`src/rtl/data_axi_bridge.sv`:
```
// data_axi_bridge
// Data-side bridge from the MEM stage's SRAM-style request to a single-beat
// AXI master port. One transaction outstanding at a time; the pipeline is
// held with `stall` until the access completes.
// Optional feature macro: DBRIDGE_WRITE_BUFFER_EN adds a one-entry posted
// write buffer that drains on its own AW/W/B sequence.
module data_axi_bridge #(
   parameter logic [3:0] AXI_ID = 4'd1
) (
   input  logic        clk,
   input  logic        rst,
   // MEM-stage request
   input  logic        req_rd_en,
   input  logic        req_wr_en,
   input  logic [31:0] req_addr,
   input  logic [3:0]  req_wsel,
   input  logic [31:0] req_wdata,
   output logic [31:0] req_rdata,
   output logic        stall,
   // AR channel
   output logic [3:0]  arid,
   output logic [31:0] araddr,
   output logic [7:0]  arlen,
   output logic [2:0]  arsize,
   output logic [1:0]  arburst,
   output logic        arvalid,
   input  logic        arready,
   // R channel
   input  logic [31:0] rdata,
   input  logic [1:0]  rresp,
   input  logic        rlast,
   input  logic        rvalid,
   output logic        rready,
   // AW channel
   output logic [3:0]  awid,
   output logic [31:0] awaddr,
   output logic [7:0]  awlen,
   output logic [2:0]  awsize,
   output logic [1:0]  awburst,
   output logic        awvalid,
   input  logic        awready,
   // W channel
   output logic [31:0] wdata,
   output logic [3:0]  wstrb,
   output logic        wlast,
   output logic        wvalid,
   input  logic        wready,
   // B channel
   input  logic [1:0]  bresp,
   input  logic        bvalid,
   output logic        bready
);

   typedef enum logic [2:0] {
      S_IDLE    = 3'd0,
      S_RD_ADDR = 3'd1,
      S_RD_DATA = 3'd2,
      S_WR_REQ  = 3'd3,
      S_WR_RESP = 3'd4,
      S_DONE    = 3'd5
   } state_t;

   state_t      r_state;
   state_t      w_state_nxt;

   logic        r_arvalid;
   logic        r_rready;
   logic        r_awvalid;
   logic        r_wvalid;
   logic        r_bready;
   logic        r_aw_done;
   logic        r_w_done;
   logic [31:0] r_araddr;
   logic [31:0] r_awaddr;
   logic [31:0] r_wdata;
   logic [3:0]  r_wstrb;
   logic [31:0] r_rdata;

   logic        w_ar_hs;
   logic        w_r_hs;
   logic        w_aw_hs;
   logic        w_w_hs;
   logic        w_b_hs;
   logic        w_rd_start;
   logic        w_wr_start;
   logic        w_wreq_cur;
   logic        w_both_done;
   logic        w_aw_done_nxt;
   logic        w_w_done_nxt;
   logic        w_wreq_nxt;
   logic        w_wresp_nxt;
   logic        w_busy;
   logic        w_stall;

   // Response codes and rlast carry no information for a single-beat,
   // error-ignoring bridge.
   logic        w_unused;
   assign w_unused = ^{rresp, bresp, rlast};

`ifdef DBRIDGE_WRITE_BUFFER_EN
   logic        r_wb_valid;
   logic        r_wb_resp;
`endif

   assign w_ar_hs = r_arvalid & arready;
   assign w_r_hs  = r_rready  & rvalid;
   assign w_aw_hs = r_awvalid & awready;
   assign w_w_hs  = r_wvalid  & wready;
   assign w_b_hs  = r_bready  & bvalid;

   // Main FSM next-state decode; the request is accepted only from IDLE.
   always_comb begin
      w_state_nxt = r_state;
      w_rd_start  = 1'b0;
      w_wr_start  = 1'b0;
      case (r_state)
         S_IDLE: begin
`ifdef DBRIDGE_WRITE_BUFFER_EN
            // Stores go to the posted buffer; the main FSM only runs loads,
            // and a load waits until any buffered write has seen its B.
            if (req_wr_en) begin
               w_wr_start  = ~r_wb_valid;
               w_state_nxt = S_IDLE;
            end else if (req_rd_en && !r_wb_valid) begin
               w_rd_start  = 1'b1;
               w_state_nxt = S_RD_ADDR;
            end else begin
               w_state_nxt = S_IDLE;
            end
`else
            // Store wins over a simultaneous load.
            if (req_wr_en) begin
               w_wr_start  = 1'b1;
               w_state_nxt = S_WR_REQ;
            end else if (req_rd_en) begin
               w_rd_start  = 1'b1;
               w_state_nxt = S_RD_ADDR;
            end else begin
               w_state_nxt = S_IDLE;
            end
`endif
         end
         S_RD_ADDR: begin
            if (w_ar_hs) begin
               w_state_nxt = S_RD_DATA;
            end else begin
               w_state_nxt = S_RD_ADDR;
            end
         end
         S_RD_DATA: begin
            if (w_r_hs) begin
               w_state_nxt = S_DONE;
            end else begin
               w_state_nxt = S_RD_DATA;
            end
         end
         S_WR_REQ: begin
            if (w_both_done) begin
               w_state_nxt = S_WR_RESP;
            end else begin
               w_state_nxt = S_WR_REQ;
            end
         end
         S_WR_RESP: begin
            if (w_b_hs) begin
               w_state_nxt = S_DONE;
            end else begin
               w_state_nxt = S_WR_RESP;
            end
         end
         S_DONE: begin
            w_state_nxt = S_IDLE;
         end
         default: begin
            w_state_nxt = S_IDLE;
         end
      endcase
   end

   // Write-side phase tracking. AW and W retire independently; the write
   // request phase ends only when both have handshaken (in any order).
`ifdef DBRIDGE_WRITE_BUFFER_EN
   assign w_wreq_cur  = r_wb_valid & ~r_wb_resp;
`else
   assign w_wreq_cur  = (r_state == S_WR_REQ);
`endif
   assign w_both_done   = w_wreq_cur & (r_aw_done | w_aw_hs) & (r_w_done | w_w_hs);
   assign w_aw_done_nxt = (r_aw_done | w_aw_hs) & ~w_both_done;
   assign w_w_done_nxt  = (r_w_done  | w_w_hs)  & ~w_both_done;
`ifdef DBRIDGE_WRITE_BUFFER_EN
   assign w_wreq_nxt  = w_wr_start | (w_wreq_cur & ~w_both_done);
   assign w_wresp_nxt = w_both_done | (r_wb_resp & ~w_b_hs);
`else
   assign w_wreq_nxt  = (w_state_nxt == S_WR_REQ);
   assign w_wresp_nxt = (w_state_nxt == S_WR_RESP);
`endif

   // Stall: a pending request in IDLE that cannot retire this cycle, or any
   // in-flight access. DONE releases the pipeline for exactly one cycle.
   assign w_busy = (r_state != S_IDLE) & (r_state != S_DONE);
`ifdef DBRIDGE_WRITE_BUFFER_EN
   assign w_stall = ((r_state == S_IDLE) &
                     ((req_wr_en & r_wb_valid) | (~req_wr_en & req_rd_en))) | w_busy;
`else
   assign w_stall = ((r_state == S_IDLE) & (req_rd_en | req_wr_en)) | w_busy;
`endif

   // FSM state register.
   always_ff @(posedge clk) begin
      if (rst) begin
         r_state <= S_IDLE;
      end else begin
         r_state <= w_state_nxt;
      end
   end

   // Registered AXI valid/ready outputs and write handshake bookkeeping.
   always_ff @(posedge clk) begin
      if (rst) begin
         r_arvalid <= 1'b0;
         r_rready  <= 1'b0;
         r_awvalid <= 1'b0;
         r_wvalid  <= 1'b0;
         r_bready  <= 1'b0;
         r_aw_done <= 1'b0;
         r_w_done  <= 1'b0;
      end else begin
         r_arvalid <= (w_state_nxt == S_RD_ADDR);
         r_rready  <= (w_state_nxt == S_RD_DATA);
         r_awvalid <= w_wreq_nxt & ~w_aw_done_nxt;
         r_wvalid  <= w_wreq_nxt & ~w_w_done_nxt;
         r_bready  <= w_wresp_nxt;
         r_aw_done <= w_aw_done_nxt;
         r_w_done  <= w_w_done_nxt;
      end
   end

   // Latch address/data/strobes when a transaction (or buffer load) starts.
   always_ff @(posedge clk) begin
      if (rst) begin
         r_araddr <= 32'd0;
         r_awaddr <= 32'd0;
         r_wdata  <= 32'd0;
         r_wstrb  <= 4'd0;
      end else begin
         if (w_rd_start) begin
            r_araddr <= req_addr;
         end else begin
            r_araddr <= r_araddr;
         end
         if (w_wr_start) begin
            r_awaddr <= req_addr;
            r_wdata  <= req_wdata;
            r_wstrb  <= req_wsel;
         end else begin
            r_awaddr <= r_awaddr;
            r_wdata  <= r_wdata;
            r_wstrb  <= r_wstrb;
         end
      end
   end

   // Load data register; holds until the next R capture.
   always_ff @(posedge clk) begin
      if (rst) begin
         r_rdata <= 32'd0;
      end else if (w_r_hs) begin
         r_rdata <= rdata;
      end else begin
         r_rdata <= r_rdata;
      end
   end

`ifdef DBRIDGE_WRITE_BUFFER_EN
   // Posted write buffer occupancy: request phase, then response phase.
   always_ff @(posedge clk) begin
      if (rst) begin
         r_wb_valid <= 1'b0;
         r_wb_resp  <= 1'b0;
      end else if (w_wr_start) begin
         r_wb_valid <= 1'b1;
         r_wb_resp  <= 1'b0;
      end else if (w_both_done) begin
         r_wb_valid <= 1'b1;
         r_wb_resp  <= 1'b1;
      end else if (r_wb_resp && w_b_hs) begin
         r_wb_valid <= 1'b0;
         r_wb_resp  <= 1'b0;
      end else begin
         r_wb_valid <= r_wb_valid;
         r_wb_resp  <= r_wb_resp;
      end
   end
`endif

   assign req_rdata = r_rdata;
   assign stall     = w_stall;

   assign arid    = AXI_ID;
   assign araddr  = r_araddr;
   assign arlen   = 8'd0;
   assign arsize  = 3'b010;
   assign arburst = 2'b01;
   assign arvalid = r_arvalid;
   assign rready  = r_rready;

   assign awid    = AXI_ID;
   assign awaddr  = r_awaddr;
   assign awlen   = 8'd0;
   assign awsize  = 3'b010;
   assign awburst = 2'b01;
   assign awvalid = r_awvalid;

   assign wdata   = r_wdata;
   assign wstrb   = r_wstrb;
   assign wlast   = 1'b1;
   assign wvalid  = r_wvalid;
   assign bready  = r_bready;

endmodule

```
`config.mk`:
```
export PLATFORM = sky130hd
export DESIGN_NAME = data_axi_bridge
export DESIGN_NICKNAME = d
export VERILOG_FILES = /design/src/rtl/data_axi_bridge.sv
export SDC_FILE = /design/constraint.sdc
export NUM_CORES = 1
export LEC_CHECK = 0
export CAP_MARGIN = 15
export CELL_PAD_IN_SITES_DETAIL_PLACEMENT = 1
export CELL_PAD_IN_SITES_GLOBAL_PLACEMENT = 2
export CORE_ASPECT_RATIO = 0.7
export CORE_MARGIN = 3
export CORE_UTILIZATION = 21
export CTS_BUF_LIST = sky130_fd_sc_hd__clkbuf_4
export CTS_CLUSTER_SIZE = 12
export DETAILED_ROUTE_END_ITERATION = 16
export PLACE_DENSITY = 0.85
export SLEW_MARGIN = 20
export SYNTH_ARGS = -nofsm -noshare
export SYNTH_HDL_FRONTEND = slang
export SYNTH_SLANG_ARGS = --single-unit
```
`constraint.sdc`:
```
create_clock -name clk -period 1.9 [get_ports clk]
set_clock_uncertainty 0.2 [all_clocks]
set_input_delay 0.38 -clock clk [delete_from_list [all_inputs] [get_ports clk]]
set_output_delay 0.38 -clock clk [all_outputs]
set_load 0.02 [all_outputs]
```
; ---- Yosys cells after proc, flatten, opt, wreduce, memory -nomap -nowiden
; Index checks and enable logic that the tools add are counted.
[totals]
reg_bits = 142
in_bits = 114
output_inout_bits = 173
word_cells = 56
[op_classes]
n_eq_ne = 9
mux = 12
bitwise_logic = 20
reduce_logical = 2
[op_table]
columns = op, count
row1 = 3-bit one-hot mux with 5 select lines, 1
row2 = 1-bit bitwise AND, 13
row3 = "3-bit by 2-bit == test with 1-bit output, second input constant", 4
row4 = 1-bit 2-to-1 mux, 7
row5 = "3-bit by 1-bit == test with 1-bit output, second input constant", 2
row6 = "3-bit == test, second input constant", 2
row7 = 3-bit 2-to-1 mux, 2
row8 = 2-bit 2-to-1 mux, 2
row9 = 1-bit OR, 4
row10 = 3-bit logical NOT, 1
row11 = "3-bit != test, second input constant", 1
row12 = 1-bit NOT, 3
row13 = 3-bit nonzero test, 1

; ---- Depth between registers and ports, before layout
; Gate-level depths: netlist of run 1.
[depth]
word_depth = 8
depth_mapped = 7
ltp_nobuf = 4

; ---- Worst setup path before layout of run 1
; Ideal clock, no wire load.
[synth_path]
path_kind = reg-to-output
startpoint = reg r_state[2]
endpoint = out stall
t_arrival_ps = 1147
required_time_ps = 1320
slack_ps = 173
stages_incl_launch_ff = 5
path_buffers = 1
path_cell_list = dfxtp_1 > buf_2 > nor4_1 > a21oi_1 > or2_2
[synth_via]
elab_chain_len = 3
elab_cells_between_ends = 6
classes_between = eq/ne: 1 / bitwise: 3 / reduce/logical: 2
[synth_rtl]
columns = element, line
row1 = start: declaration, 63  ; state_t r_state;
row2 = start signal: assignment, 213  ; r_state <= w_state_nxt;
row3 = "3-bit != test, or another cell as far along", 200  ; assign w_busy = (r_state != S_IDLE) & (r_state != S_DONE);
row4 = 1-bit bitwise AND (on tied branches), "200, 205"
row5 = 1-bit OR *, 205  ; assign w_stall = ((r_state == S_IDLE) & (req_rd_en | req_wr_en)) | w_busy;
row6 = end: declaration, 19  ; output logic stall,
; Every way passes the cells marked *; elsewhere a longest branch is shown, timed or not.

; ---- Worst setup path in the final report of run 1
; Ends and elaborated chain as after synthesis.

==> impl_metrics.json, run 1 <==
{
  "synth_cells": 677,
  "vias": 5256,
  "die-width_um": 196,
  "ys_ff_latch": 142,
  "violations": "setup timing",
  "setup_viol": 25,
  "antenna_left": 0,
  "synthFlopType": "dfxtp_1",
  "gp_congestion": 0.715,
  "fin_nets": 1036,
  "netlist_top_cells_count": "nand2_1 (269), dfxtp_1 (142), a21oi_1 (138)",
  "min_path_type": "input port to flop",
  "wl_mm": 19.8,
  "crit_required_ns": 1.32,
  "fmax_ghz": 0.465,
  "cap_violations": 0,
  "end_kind": "output port",
  "initial_core_util": 0.215,
  "timing.rr.start": "r_state[2]",
  "path_cells": "nor4_2 > a21oi_1 > or2_4 > buf_6",
  "layout-drive-gt1-share": 0.236,
  "die_area_um2": 27300,
  "io_pins": 287,
  "rrSetupSlack_ns": -0.05,
  "grt_max_degree": 113,
  "drtIter0Drc": 110,
  "wl_per_cell_um": 15.7,
  "reg2reg_depth": 7,
  "hold_end": "req_rdata[17]",
  "synth.distinct_cells": 34,
  "ys_seq_area_frac": 0.534,
  "whs_ns": 0.162,
  "crit_type": "flop to output port",
  "synth_top_area_cell": "dfxtp_1",
  "hold_depth": 3,
  "rows": 48,
  "power_uw": 8800,
  "antenna_found_initial": 1,
  "dp_slack_ns": -0.596,
  "port_buffers": 246,
  "grt_pass1_wl_mm": 30.5,
  "syn-cell-area_um2": 5330,
  "p_per_area_nw_per_um2": 1060,
  "max_stage_delay_ns": 0.36,
  "first_global_vias": 5514,
  "synth-edff-count": 0,
  "yosys.cell_count.top_type": "nand2_1",
  "post-route-period-util": 1.13,
  "slowest_stage": "dfxtp_2",
  "overflow": 0,
  "cts.path.max_buffers": 2,
  "utilization": 0.334,
  "synth_warnings": 0,
  "r2r_end": "araddr[24]",
  "numCtsBuffers": 17,
  "ir_drop_v": 0.000370,
  "period_minus_slack_ns": 2.15,
  "tightest_slew_ns": 0.547,
  "finalMaxSlewViolations": 0,
  "clock_latency_ns": 0.54,
  "maxSlewHeadroom": 0.636,
  "firstDrtPassIters": 4,
  "finalHoldViolations": 0,
  "yosys-top-cells-area": "dfxtp_1 (53%), nand2_1 (19%), a21oi_1 (13%), buf_4 (5.5%), clkbuf_1 (1.9%)",
  "core_um2": 24800,
  "critPathArrivalTime_ns": 1.57,
  "area_growth_pct": 55.7,
  "die_h_um": 139,
  "drc": 0,
  "antenna_cells": 0,
  "clkSlewWorstSetupHoldPaths_ns": 0.13,
  "p_leak_uw": 0.00318,
  "dp_hpwl_mm": 13.6,
  "critPathMaxFanout": 2,
  "async_reset_ff_frac": 0,
  "hold_start": "rdata[17]",
  "setup_slack_ns": -0.249,
  "cts_sinks": 142,
  "status": "finished, violations left",
  "synth_top_area_share": 0.534,
  "postSynthAreaPerCell_um2": 7.87,
  "cts_root_buf": "clkbuf_4",
  "vias_per_cell": 4.17,
  "start_kind": "flop",
  "htreeDepth": 4,
  "grt.total_usage": 0.142,
  "rsz0062_at_grt": "true",
  "cts_tree": "built"
}
[layer usage]
metal | wire length (µm) | vias to the layer above | GRT usage
li1 | - | 2610 | -
met3 | 1650 | 14 | 0.0576
met5 | 13 | - | 0
met2 | 8700 | 162 | 0.221
met1 | 9170 | 2468 | 0.181
met4 | 227 | 2 | 0.0409
[power by group]
part / internal, µW / leakage, µW / switching, µW
clock network: 928 / 0.000159 / 1220
registers: 3380 / 0.00116 / 233
logic: 1240 / 0.00186 / 1800
total: 5550 / 0.00318 / 3250
[timing repair]
item,4_1_cts,5_1_grt
hold buffers,1,0
gates resized for setup,372,86
endpoints found under the setup margin,175,113
endpoints found under the hold margin,2,0
buffers inserted,1,1
cloned,0,1
pin swaps,5,3
[per-stage QoR]
stage,setup TNS [ns],instances,instance area (µm²)
final,-0.613,1260,8300
after global routing,-5.70,1260,8300
after CTS,-1.46,1258,8590
after detailed placement,-14.79,1224,8140
after global placement,-12.41,1224,8140
after floorplan,0,710,5450
[cells in the final DEF (no fill, tap or decap), drive strengths merged, types with 2 or more instances in the layout]
| cell | Yosys | routed |
|---|---|---|
| clkbuf | 27 | 78 |
| nor4 | 2 | 2 |
| bufinv | 0 | 3 |
| and2 | 4 | 4 |
| clkdlybuf4s15 | 0 | 64 |
| clkdlybuf4s50 | 0 | 107 |
| dfxtp | 142 | 142 |
| o21ai | 2 | 2 |
| clkinv | 0 | 6 |
| inv | 2 | 4 |
| nor2 | 6 | 6 |
| buf | 56 | 44 |
| a21o | 3 | 3 |
| nand2 | 269 | 269 |
| nor3 | 4 | 4 |
| a21oi | 138 | 138 |
| conb | 2 | 35 |
| a211oi | 2 | 2 |
| clkinvlp | 0 | 3 |
| a2111oi | 3 | 3 |
[worst max-delay path: cells and delay by family, from the launching register on]
| family | cells | cell delay [ns] |
|---|---|---|
| compound gates | 1 | 0.06 |
| flops | 1 | 0.36 |
| simple gates | 2 | 0.48 |
| buf+inv | 1 | 0.13 |
[registers in the layout (all words and copies together), names as in the netlist, 3 cells and up]
signal / cells
araddr: 32
awaddr: 32
r_state: 3
req_rdata: 32
wdata: 32
wstrb: 4
[worst max-delay path by stage]
stage,from,slack (ns),cells after the start,end
floorplan,r_state[2],0.17,4,stall
global placement,req_rd_en,-0.62,5,stall
CTS,r_state[2],-0.35,4,stall
finish,r_state[2],-0.25,4,stall
global route,r_state[2],-0.40,4,stall
detailed placement,req_rd_en,-0.60,5,stall
[area by class of cell]
type,count,area (µm²)
fill,3007,16500
timing repair buffer,276,2540
tap,325,407
multi-input combinational,483,2180
sequential,142,2850
clock inverter,14,168
clock buffer,18,135
inverter,2,7.51
[cell families (layout without fill, tap and decap cells)]
group / after synthesis / count (layout) / share of synthesized area
AND/OR/NAND/NOR: 292 / 292 / 0.215
flip-flops: 142 / 142 / 0.534
AO/OA/AOI/OAI: 155 / 155 / 0.158
buffers and inverters: 85 / 310 / 0.0902
multiplexers: 1 / 1 / 0.00188
other: 2 / 35 / 0.00141
Note: power is estimated with default switching activity, not from simulation.
==> run 2: changes to the inputs <==
--- a/config.mk
+++ b/config.mk
@@ -16,4 +16,5 @@
 export DETAILED_ROUTE_END_ITERATION = 16
 export PLACE_DENSITY = 0.85
+export RECOVER_POWER = 100
 export SLEW_MARGIN = 20
 export SYNTH_ARGS = -nofsm -noshare
==> constraint.sdc (replaced) <==
create_clock -name clk -period 1.9 [get_ports clk]
set_clock_uncertainty 0.2 [all_clocks]
set_input_delay 0.19 -clock clk [delete_from_list [all_inputs] [get_ports clk]]
set_output_delay 0.19 -clock clk [all_outputs]
set_load 0.02 [all_outputs]
==> impl_metrics.json, run 2 (same netlist as run 1, synthesis figures left out) <==
{
  "cts_sinks": 142,
  "end_kind": "output port",
  "cts_tree": "built",
  "setup_slack_ns": -0.0632,
  "clkSlewWorstSetupHoldPaths_ns": 0.12,
  "critPathMaxFanout": 7,
  "ir_drop_v": 0.000523,
  "tightest_slew_ns": 0.624,
  "clkPwrFrac": 0.230,
  "rsz0062_at_grt": "true",
  "numCtsBuffers": 17,
  "p_int_uw": 5600,
  "place_area_um2": 8160,
  "cap_violations": 0,
  "status": "finished, violations left",
  "initial_core_util": 0.215,
  "hold_start": "req_addr[0]",
  "fin_nets": 1135,
  "htreeDepth": 4,
  "crit_required_ns": 1.51,
  "p_seq_frac": 0.409,
  "cts.path.max_buffers": 2,
  "cts_root_buf": "clkbuf_4",
  "fin_cells": 1357,
  "core_um2": 24800,
  "finalMaxSlewViolations": 0,
  "design_area_um2": 9290,
  "period_minus_slack_ns": 1.96,
  "final_cell_mix": "nand2_1 (268), dfxtp_1 (140), a21oi_1 (138)",
  "first_global_vias": 5896,
  "finalHoldViolations": 0,
  "io_pins": 287,
  "die-width_um": 196,
  "min_path_type": "input port to flop",
  "rows": 48,
  "dp_hpwl_mm": 13.8,
  "violations": "setup timing",
  "path_buf_inv": 2,
  "grt_max_degree": 71,
  "switchingPower_uw": 3190,
  "crit_type": "flop to output port",
  "clock_latency_ns": 0.54,
  "maxSlewHeadroom": 0.584,
  "setup_viol": 1,
  "vias_per_cell": 4.20,
  "antenna_found_initial": 2,
  "die_area_um2": 27300,
  "grt_pass1_wl_mm": 33.0,
  "swShare": 0.363,
  "vias": 5704,
  "comb_power_share": 0.361,
  "firstDrtPassIters": 4,
  "timing.rr.start": "r_state[2]",
  "drtIter0Drc": 137,
  "die_h_um": 139,
  "dp_cells": 1226,
  "crit_start": "r_state[2]",
  "mostFrequentLayoutCell": "nand2_1",
  "gp_congestion": 0.722,
  "slowest_stage": "dfxtp_1",
  "layout-drive-gt1-share": 0.0688,
  "critPathArrivalTime_ns": 1.57,
  "whs_ns": 0.0713,
  "wl_per_cell_um": 15.9,
  "critPathTopFamily": "flip-flops",
  "grt.total_usage": 0.153,
  "post-route-period-util": 1.03,
  "antenna_cells": 0,
  "p_leak_uw": 0.00404,
  "p_per_area_nw_per_um2": 946,
  "fmax_ghz": 0.509,
  "area_growth_pct": 74.3,
  "max_stage_delay_ns": 0.41,
  "wl_mm": 21.6,
  "start_kind": "flop",
  "path_cells": "buf_4 > a21oi_1 > or2_4 > buf_6",
  "overflow": 0,
  "port_buffers": 246,
  "drc": 0,
  "antenna_left": 0
}
-- run 2: cell type report --
class / instances / area [µm²]
fillers: 2959 / 15500
clock inverters: 10 / 123
multi-input cells: 483 / 2160
repair buffers: 375 / 3600
clock buffers: 20 / 150
inverters: 2 / 7.51
well taps: 325 / 407
flip-flops and latches: 142 / 2850
-- run 2: power groups by stage --
| stage | Combinational [µW] | Clock [µW] | Sequential [µW] |
|---|---|---|---|
| finish | 3170 | 2020 | 3600 |
| global route | 3450 | 2280 | 3660 |
| CTS | 3160 | 2150 | 3600 |
| detailed placement | 3220 | 0 | 3670 |
| global placement | 3190 | 0 | 3660 |
| floorplan | 1240 | 0 | 4090 |
-- run 2: worst paths after layout --
| path | endpoint | slack (ns) | cells after the start |
|---|---|---|---|
| setup / recovery | stall | -0.06 | 4 |
| hold / removal | awaddr[0] | 0.07 | 3 |
| setup reg to reg | bready | 0.02 | 7 |
| hold reg to reg | wstrb[1] | 0.26 | 2 |
-- run 2: per-stage QoR --
step / utilization / worst slack (ns) / power, µW / setup TNS, ns
after CTS: 0.374 / -0.169 / 8910 / -0.169
final: 0.374 / -0.0632 / 8790 / -0.0632
after floorplan: - / 0.188 / 5320 / 0
after global placement: 0.329 / -0.236 / 6850 / -2.08
after global routing: 0.374 / -0.189 / 9390 / -1.12
after detailed placement: 0.329 / -0.242 / 6890 / -3.19
-- run 2: worst reg2reg max path, stage by stage, from the launching register on --
cell	delay, ns
dfxtp_1	0.41
buf_4	0.19
buf_6	0.14
nand3b_1	0.15
clkbuf_1	0.26
nor2_4	0.08
a22oi_2	0.25
nor4b_2	0.08
-- run 2: per-layer routing --
| metal | share of wire | global-route usage |
|---|---|---|
| met3 | 0.075 | 0.0593 |
| met5 | 0.0015 | 0 |
| met1 | 0.46 | 0.195 |
| met2 | 0.45 | 0.245 |
| met4 | 0.0098 | 0.0349 |
-- run 2: timing repair --
item,4_1_cts,5_1_grt
setup buffers,0,1
cloned,0,1
hold endpoints to repair,126,0
pin swaps,1,6
gates resized for setup,150,8
endpoints found under the setup margin,141,33
hold buffers,99,0
==> run 3: changes to the inputs <==
Settings changed: CORE_UTILIZATION 21 to 20, CTS_BUF_LIST sky130_fd_sc_hd__clkbuf_4 to unset, PLACE_DENSITY 0.85 to 0.82.
==> impl_metrics.json, run 3 (same netlist as run 1, synthesis figures left out) <==
{
  "cap_violations": 0,
  "ir_drop_v": 0.000579,
  "die-width_um": 201,
  "mostFrequentLayoutCell": "nand2_1",
  "cts_root_buf": "clkbuf_16",
  "numCtsBuffers": 17,
  "p_leak_uw": 0.00319,
  "drc": 0,
  "antenna_cells": 0,
  "io_pins": 287,
  "gp_congestion": 0.746,
  "start_kind": "flop",
  "htreeDepth": 4,
  "status": "completed",
  "grt.total_usage": 0.135,
  "fin_nets": 1037,
  "dp_hpwl_mm": 14.0,
  "crit_required_ns": 1.51,
  "port_buffers": 246,
  "utilization": 0.342,
  "vias": 5234,
  "min_path_type": "input port to flop",
  "critPathMaxFanout": 2,
  "die_h_um": 143,
  "dp_slack_ns": -0.238,
  "core_um2": 25900,
  "wl_per_cell_um": 15.2,
  "rsz0062_at_grt": "true",
  "clkSlewWorstSetupHoldPaths_ns": 0.06,
  "end_kind": "output port",
  "cts_sinks": 142,
  "period_minus_slack_ns": 1.84,
  "cts.path.max_buffers": 2,
  "die_area_um2": 28700,
  "wl_mm": 19.6,
  "setup_tns_ns": 0,
  "fmax_ghz": 0.544,
  "multi_input_area_um2": 2170,
  "finalHoldViolations": 0,
  "post-route-period-util": 0.967,
  "finalMaxSlewViolations": 0,
  "final.fill_count": 3083,
  "grt_pass1_wl_mm": 30.4,
  "overflow": 0,
  "setup_viol": 0,
  "firstDrtPassIters": 4,
  "drtIter0Drc": 116,
  "p_per_area_nw_per_um2": 1160,
  "critPathArrivalTime_ns": 1.45,
  "setup_slack_ns": 0.0618,
  "final_cell_mix": "nand2_1 (268), clkdlybuf4s50_1 (241), dfxtp_1 (139)",
  "vias_per_cell": 4.05,
  "rows": 49,
  "crit_type": "flop to output port",
  "maxSlewHeadroom": 0.633,
  "layout-drive-gt1-share": 0.0845,
  "antenna_left": 0,
  "first_global_vias": 5291,
  "antenna_found_initial": 0,
  "cts_tree": "built",
  "tightest_slew_ns": 0.551,
  "clock_latency_ns": 0.43,
  "seq_area_um2": 2850,
  "grt_max_degree": 64,
  "initial_core_util": 0.205,
  "area_growth_pct": 66.4
}
==> run 3: cell types whose count changed in the layout (fill, tap and decap cells not counted), sizes merged <==
cell | before | now
clkinv | 7 | 5
dlygate4sd2 | 137 | 1
dlygate4sd3 | 99 | 1
clkinvlp | 0 | 2
buf | 29 | 32
clkdlybuf4s50 | 107 | 241
==> run 3: worst paths after layout <==
kind	from	endpoint	slack [ns]	depth (start not counted)
max	r_state[0]	stall	0.06	4
max reg2reg	r_state[1]	awvalid	0.10	4
min	rdata[10]	req_rdata[10]	0.11	3
min reg2reg	awaddr[7]	awaddr[7]	0.25	2
==> run 3: stage by stage <==
stage                     std cells  total power [µW]  hold slack [ns]  cell area [µm²]
final                          1292             10300            0.107             8870
after global routing           1292             10900           0.0799             8870
after detailed placement       1259              6920            0.247             8230
after CTS                      1291             10500           0.0771             8870
after global placement         1259              6870            0.240             8230
after floorplan                 710              5320            0.126             5450
==> run 3: repair_timing <==
action	in CTS	in global routing
pin swaps	1	0
gates cloned	0	0
setup buffers	0	1
hold buffers	1	0
gates resized for setup	13	6
endpoints found under the setup margin	5	20
hold endpoints to repair	3	0
==> run 3: critical path: stages, from the launching register on <==
cell,delay [ns]
dfxtp_2,0.32
nor4_2,0.27
a21oi_1,0.07
or2_4,0.23
buf_6,0.13
==> run 3: area by class of cell <==
type,count,area share
clock buffer,21,0.0531
clock inverter,10,0.0155
multi-input combinational,483,0.245
timing repair buffer,277,0.315
tap,357,0.0504
inverter,2,0.000847
sequential,142,0.321
==> run 3: metal layers <==
metal | GRT usage | vias up | part of all wire
li1 | - | 2608 | -
met1 | 0.174 | 2466 | 0.47
met2 | 0.202 | 151 | 0.44
met3 | 0.0633 | 9 | 0.082
met4 | 0.0403 | 0 | 0.011
met5 | 0 | - | 0
==> run 3: power breakdown <==
group	switching [µW]	leakage (µW)	internal, µW	total [µW]
logic	1770	0.00173	1450	3220
registers	223	0.00116	3380	3600
clock network	1340	0.000295	2160	3500
total	3340	0.00319	6990	10300
